$ cat src/rtl/mips150_lsu_pkg.sv
// Shared definitions for the MIPS150 load/store unit: FSM states, access-size codes,
// opcode values and the load/store/unsigned decode helpers.
package mips150_lsu_pkg;

    typedef enum logic [1:0] {
        ST_IDLE  = 2'd0,
        ST_ISSUE = 2'd1,
        ST_WAIT  = 2'd2,
        ST_RESP  = 2'd3
    } lsu_state_t;

    localparam logic [1:0] SZ_B = 2'd0;
    localparam logic [1:0] SZ_H = 2'd1;
    localparam logic [1:0] SZ_W = 2'd2;

    localparam logic [5:0] OP_LB  = 6'h20;
    localparam logic [5:0] OP_LH  = 6'h21;
    localparam logic [5:0] OP_LW  = 6'h23;
    localparam logic [5:0] OP_LBU = 6'h24;
    localparam logic [5:0] OP_LHU = 6'h25;
    localparam logic [5:0] OP_SB  = 6'h28;
    localparam logic [5:0] OP_SH  = 6'h29;
    localparam logic [5:0] OP_SW  = 6'h2B;

    function automatic logic is_load(input logic [5:0] op);
        return op inside {OP_LB, OP_LH, OP_LW, OP_LBU, OP_LHU};
    endfunction

    function automatic logic is_store(input logic [5:0] op);
        return op inside {OP_SB, OP_SH, OP_SW};
    endfunction

    function automatic logic is_unsigned(input logic [5:0] op);
        return op inside {OP_LBU, OP_LHU};
    endfunction

    function automatic logic [1:0] op_size(input logic [5:0] op);
        case (op)
            OP_LB, OP_LBU, OP_SB: return SZ_B;
            OP_LH, OP_LHU, OP_SH: return SZ_H;
            default:              return SZ_W;
        endcase
    endfunction

endpackage

$ cat src/rtl/mips150_lsu_extract.sv
// Combinational lane select and sign/zero extension of a loaded byte, half or word.
// Shared with the IO load path.
module mips150_lsu_extract
    import mips150_lsu_pkg::*;
#(
    parameter int DWIDTH = 32
) (
    input  logic [DWIDTH-1:0]            rdata,
    input  logic [$clog2(DWIDTH/8)-1:0]  off,
    input  logic [1:0]                   size,
    input  logic                         zero_ext,
    output logic [DWIDTH-1:0]            data
);

    logic [DWIDTH-1:0] lane;
    logic [DWIDTH-1:0] word_ext;

    assign lane = rdata >> {off, 3'b000};

    // Words only need extending on wide datapaths; LW always sign-extends there.
    generate
        if (DWIDTH > 32) begin : g_wide
            assign word_ext = {{(DWIDTH-32){lane[31]}}, lane[31:0]};
        end else begin : g_narrow
            assign word_ext = lane;
        end
    endgenerate

    always_comb begin
        data = word_ext;
        case (size)
            SZ_B: data = zero_ext ? {{(DWIDTH-8){1'b0}}, lane[7:0]}
                                  : {{(DWIDTH-8){lane[7]}}, lane[7:0]};
            SZ_H: data = zero_ext ? {{(DWIDTH-16){1'b0}}, lane[15:0]}
                                  : {{(DWIDTH-16){lane[15]}}, lane[15:0]};
            default: data = word_ext;
        endcase
    end

endmodule

$ cat src/rtl/mips150_lsu.sv
// Multi-cycle load/store unit: one request per handshake, lane-aligned memory access,
// extended load writeback pulse. Define LSU_MISALIGN_TRAP_EN to trap misaligned H/W.
module mips150_lsu
    import mips150_lsu_pkg::*;
#(
    parameter int DWIDTH = 32,
    parameter int AWIDTH = 32,
    parameter int RDW    = 5
) (
    input  logic                  clk,
    input  logic                  rst,
    input  logic                  req_valid,
    output logic                  req_ready,
    input  logic [5:0]            req_opcode,
    input  logic [AWIDTH-1:0]     req_addr,
    input  logic [DWIDTH-1:0]     req_wdata,
    input  logic [RDW-1:0]        req_rd,
    output logic                  mem_req_valid,
    input  logic                  mem_req_ready,
    output logic [AWIDTH-1:0]     mem_addr,
    output logic [DWIDTH/8-1:0]   mem_we,
    output logic [DWIDTH-1:0]     mem_wdata,
    input  logic                  mem_rvalid,
    input  logic [DWIDTH-1:0]     mem_rdata,
    output logic                  resp_valid,
    output logic                  resp_regwrite,
    output logic [RDW-1:0]        resp_rd,
    output logic [DWIDTH-1:0]     resp_data,
    output logic                  resp_err
);

    localparam int NB = DWIDTH / 8;
    localparam int OW = $clog2(NB);

    lsu_state_t state, state_next;

    logic              r_load;
    logic              r_zext;
    logic              r_err;
    logic [1:0]        r_size;
    logic [OW-1:0]     r_off;
    logic [AWIDTH-1:0] r_addr;
    logic [NB-1:0]     r_we;
    logic [DWIDTH-1:0] r_mdata;
    logic [RDW-1:0]    r_rd;
    logic [DWIDTH-1:0] r_data;

    logic              accept;
    logic              capture;
    logic [1:0]        acc_size;
    logic [OW-1:0]     acc_off;
    logic [OW-1:0]     align_mask;
    logic              acc_err;
    logic [NB-1:0]     acc_we;
    logic [DWIDTH-1:0] acc_mdata;
    logic [DWIDTH-1:0] ext_data;

    assign acc_size = op_size(req_opcode);
    assign acc_off  = req_addr[OW-1:0] & align_mask;

    // Decode of the incoming request: aligned offset, lane enables, replicated data.
    always_comb begin
        align_mask = '1;
        acc_we     = '0;
        acc_mdata  = {(NB/4){req_wdata[31:0]}};
        case (acc_size)
            SZ_B: begin
                acc_mdata = {NB{req_wdata[7:0]}};
                acc_we    = NB'(1) << acc_off;
            end
            SZ_H: begin
                align_mask = ~OW'(1);
                acc_mdata  = {(NB/2){req_wdata[15:0]}};
                acc_we     = NB'(3) << acc_off;
            end
            default: begin
                align_mask = ~OW'(3);
                acc_we     = NB'(15) << acc_off;
            end
        endcase
        if (!is_store(req_opcode)) begin
            acc_we = '0;
        end
    end

`ifdef LSU_MISALIGN_TRAP_EN
    logic acc_misaligned;
    assign acc_misaligned = ((acc_size == SZ_H) && req_addr[0]) ||
                            ((acc_size == SZ_W) && (req_addr[1:0] != 2'b00));
    assign acc_err = !(is_load(req_opcode) || is_store(req_opcode)) || acc_misaligned;
`else
    assign acc_err = !(is_load(req_opcode) || is_store(req_opcode));
`endif

    mips150_lsu_extract #(
        .DWIDTH (DWIDTH)
    ) u_extract (
        .rdata    (mem_rdata),
        .off      (r_off),
        .size     (r_size),
        .zero_ext (r_zext),
        .data     (ext_data)
    );

    always_ff @(posedge clk or posedge rst) begin
        if (rst) begin
            state <= ST_IDLE;
        end else begin
            state <= state_next;
        end
    end

    always_ff @(posedge clk or posedge rst) begin
        if (rst) begin
            r_load  <= 1'b0;
            r_zext  <= 1'b0;
            r_err   <= 1'b0;
            r_size  <= SZ_B;
            r_off   <= '0;
            r_addr  <= '0;
            r_we    <= '0;
            r_mdata <= '0;
            r_rd    <= '0;
            r_data  <= '0;
        end else if (accept) begin
            r_load  <= is_load(req_opcode);
            r_zext  <= is_unsigned(req_opcode);
            r_err   <= acc_err;
            r_size  <= acc_size;
            r_off   <= acc_off;
            r_addr  <= {req_addr[AWIDTH-1:OW], {OW{1'b0}}};
            r_we    <= acc_we;
            r_mdata <= acc_mdata;
            r_rd    <= req_rd;
            r_data  <= '0;
        end else if (capture) begin
            r_data  <= ext_data;
        end
    end

    // Memory outputs exist only in ISSUE and response outputs only in RESP.
    always_comb begin
        state_next    = state;
        accept        = 1'b0;
        capture       = 1'b0;
        req_ready     = 1'b0;
        mem_req_valid = 1'b0;
        mem_addr      = '0;
        mem_we        = '0;
        mem_wdata     = '0;
        resp_valid    = 1'b0;
        resp_regwrite = 1'b0;
        resp_rd       = '0;
        resp_data     = '0;
        resp_err      = 1'b0;
        case (state)
            ST_IDLE: begin
                req_ready = 1'b1;
                if (req_valid) begin
                    accept     = 1'b1;
                    state_next = acc_err ? ST_RESP : ST_ISSUE;
                end
            end
            ST_ISSUE: begin
                mem_req_valid = 1'b1;
                mem_addr      = r_addr;
                mem_we        = r_we;
                mem_wdata     = r_mdata;
                if (mem_req_ready) begin
                    if (!r_load) begin
                        state_next = ST_RESP;
                    end else if (mem_rvalid) begin
                        capture    = 1'b1;
                        state_next = ST_RESP;
                    end else begin
                        state_next = ST_WAIT;
                    end
                end
            end
            ST_WAIT: begin
                if (mem_rvalid) begin
                    capture    = 1'b1;
                    state_next = ST_RESP;
                end
            end
            ST_RESP: begin
                resp_valid    = 1'b1;
                resp_regwrite = r_load && !r_err && (r_rd != '0);
                resp_rd       = r_rd;
                resp_data     = r_data;
                resp_err      = r_err;
                state_next    = ST_IDLE;
            end
            default: state_next = ST_IDLE;
        endcase
    end

endmodule
$ cat config.mk
export PLATFORM = sky130hd
export DESIGN_NAME = mips150_lsu
export DESIGN_NICKNAME = d
export VERILOG_FILES = /design/src/rtl/mips150_lsu_pkg.sv /design/src/rtl/mips150_lsu_extract.sv /design/src/rtl/mips150_lsu.sv
export SDC_FILE = /design/constraint.sdc
export NUM_CORES = 1
export LEC_CHECK = 0
export ABC_AREA = 1
export ABC_CLOCK_PERIOD_IN_PS = 6910
export BUFFER_PORTS_ARGS = -buffer_cell sky130_fd_sc_hd__buf_2
export CAP_MARGIN = 10
export CORE_MARGIN = 2
export CORE_UTILIZATION = 45
export DETAILED_ROUTE_END_ITERATION = 10
export GPL_TIMING_DRIVEN = 0
export PLACE_DENSITY = 0.76
export SLEW_MARGIN = 10
export SYNTH_ARGS = -nofsm -noshare
export SYNTH_HDL_FRONTEND = slang
export SYNTH_SLANG_ARGS = --single-unit
$ cat constraint.sdc
create_clock -name clk -period 6.91 [get_ports clk]
set_input_delay 1.0365 -clock clk [delete_from_list [all_inputs] [get_ports clk]]
set_output_delay 1.0365 -clock clk [all_outputs]
set_load 0.03 [all_outputs]
==> results by group <==
Status
  • Outcome: finished clean

Clock tree
  • Clk sink count: 112
  • Worst-skew pair later-pin latency: 0.36 ns
  • # hold bufs at CTS: 0
  • Clock Root Buffer: clkbuf_16
  • Post-CTS sizing: 0
  • CTS tree: done
  • Clock transition at path regs: 0.08 ns
  • Worst-case clock buffer depth: 2
  • CTS Buf Count: 9
  • Setup bufs post-CTS: 0
  • H-tree depth: 3

STA
  • Setup TNS: 0 ns
  • Period utilization: 0.5015
  • Final setup fails: 0
  • Hold slack final: 0.4800 ns
  • Slew headroom: 0.5520
  • Hold Fails Final Rpt: 0
  • Clock Skew: 0.006236 ns
  • Max Slew Vio Count: 0
  • Slew at the pin closest to its max-slew limit: 0.6695 ns
  • Final Critical Period: 3.466 ns
  • RSZ-0062 raised after global routing: false
  • Fmax: 0.2885 GHz

Floorplan
  • Ports: 222
  • Die H: 124.6 um
  • Core Region: 14370 um2
  • Die width: 124.6 um
  • Initial Util: 0.4554
  • Die area: 15520 um2
  • FP Rows: 44

Synthesis
  • Dominant synthesized flop cell: dfrtp_1
  • Synthesized flop and latch total: 112
  • Syn avg cell area: 6.441 um2
  • Mapped cell area: 6544 um2
  • Register area share after synthesis: 0.4283
  • Distinct cells, synth: 30
  • Async S/R FF share, synth: 1.000
  • Synthesized instance count: 1016
  • Number of synthesized flops with an enable pin: 0
  • Warnings from Yosys: 0

Detailed routing
  • Initial DRT Pass Iterations: 5
  • Detailed Route Iter0 Violations: 404
  • Residual DRC: 0
  • Average vias per placed instance: 4.752
  • ANT nets after route: 0
  • Via Count: 6828
  • Avg WL per Cell: 13.38 um
  • Routed WL: 19230 um

Finish
  • Area grow syn2layout: 25.30%
  • Post-route cell area: 8199 um2
  • Ant diodes: 0
  • # nets final: 1364
  • Most frequent cells in the layout: nand2_1 (559), buf_2 (248), inv_1 (156), dfrtp_1 (112), nand3_1 (70)
  • Util after Layout: 0.5706
  • Commonest non-fill, non-tap cell in the layout: nand2_1
  • Fraction of layout cells with a size suffix above 1: 0.2346

Power
  • Leak pwr: 5.728 nW
  • PwrDens: 400.1 nW/um2
  • Worst vdd ir: 184.4 uV

GRT
  • GRT Overall Usage: 0.2486
  • Largest net degree at the start of global routing: 77
  • Initial antenna violation count: 0
  • GRT overflow: 0
  • Vias in the first global route: 6303
  • First-pass GRT wire length: 30790 um

Setup path
  • Critical path type: flop to output pin
  • Cells traversed along the worst timing path: inv_1 > ha_1 > buf_2 > clkbuf_1 > buf_2 > nand2_1 > inv_1 > buf_2
  • R2R Setup Slk: 4.89 ns
  • Top delay family on crit path: buffers and inverters
  • Type of origin of the critical path: flop
  • Buf+Inv Stages, Crit Path: 6
  • Worst Path Max Fanout: 10
  • CP max stage delay: 0.47 ns
  • Critical path's slowest cell: clkbuf_1
  • Most used cell, CP: buf_2
  • CP required: 5.87 ns
  • R2r endpoint: r_data[7]
  • Worst reg2reg path startpoint: state[1]
  • Worst Reg-to-Reg Cells: 7
  • CP Capture Type: output pin
  • Arr. time, crit path: 2.43 ns

Placed design
  • GP Congestion: 0.9660
  • Port Buffer Count: 219
  • HPWL after detailed placement: 14890 um
  • Dpl cell area: 7906 um2

Hold path
  • Worst min path class: flop to flop
  • Min-Delay Endpoint: r_addr[29]
  • Hold_sp: r_addr[29]
  • Hold Crit Depth: 2

Run
  • Max-Cap Viols: 0
-- registers in the layout, summed over array words and instances (netlist names) --
register / flops
r_addr: 30
r_data: 32
r_err: 1
r_load: 1
r_mdata: 32
r_off: 2
r_rd: 5
r_size: 2
r_we: 4
r_zext: 1
state: 2
-- Yosys cell counts (all sizes together), types with 3 or more instances --
cell type,instances,area (um2)
a21oi,7,35.03
buf,39,224.0
clkbuf,11,41.29
dfrtp,112,2803
ha,4,50.05
inv,163,614.4
nand2,563,2128
nand3,74,405.4
nand4,3,18.77
nor2,12,55.05
o21a,7,52.55
o21ai,12,60.06
-- where the power goes --
| part | total (mW) | switching [mW] | internal (mW) |
|---|---|---|---|
| logic | 1.68 | 1.15 | 0.526 |
| clock network | 0.513 | 0.260 | 0.253 |
| registers | 1.09 | 0.158 | 0.932 |
| total | 3.28 | 1.57 | 1.71 |
-- tightest hold or removal path, cell delays in order (launching register included) --
cell and delay [ns]:
dfrtp_1 0.34, nand2_1 0.05, nand2_1 0.06
-- cell type report --
class | count | area, um2
Buffer | 50 | 265.3
Sequential cell | 112 | 2803
Timing Repair Buffer | 220 | 1124
Clock buffer | 9 | 225.2
Tap cell | 184 | 230.2
Fill cell | 1455 | 6170
Inverter | 165 | 626.9
Clock inverter | 7 | 67.56
Multi-Input combinational cell | 690 | 2858
-- logic make-up (layout without fill, tap and decap cells) --
family	count (synthesis)	in the layout	share of synthesized area
adder cells (fa/ha/maj)	4	4	0.007648
buffers and inverters	215	451	0.1356
AND/OR/NAND/NOR	654	654	0.4011
AO/OA/AOI/OAI	30	30	0.02677
flip-flops	112	112	0.4283
other	1	2	0.0005731
-- routing by layer --
layer / part of all wire / GRT usage / wire (um)
met5: 0 / 0 / 0
met4: 0.025 / 0.09385 / 482
met3: 0.070 / 0.04725 / 1352
met2: 0.47 / 0.4076 / 8948
met1: 0.44 / 0.3280 / 8450
-- stage by stage --
step | setup WS [ns] | power [mW] | cells
2_1_floorplan | 2.914 | 2.296 | 1017
5_1_grt | 3.312 | 3.546 | 1437
4_1_cts | 3.484 | 3.289 | 1437
3_5_place_dp | 3.890 | 2.772 | 1421
6_report | 3.444 | 3.280 | 1437
3_3_place_gp | 1.610 | 2.742 | 1420
-- worst max-delay path by stage --
stage	from	endpoint	slack [ns]	cells past startpoint
2_1_floorplan	rst	r_addr[10]	2.91	1
3_3_place_gp	rst	r_mdata[20]	1.61	2
3_5_place_dp	state[1]	mem_wdata[17]	3.89	8
4_1_cts	state[1]	mem_wdata[19]	3.48	8
5_1_grt	state[1]	mem_wdata[2]	3.31	8
6_report	state[1]	mem_wdata[17]	3.44	8
Note: power is estimated with default switching activity, not from simulation.
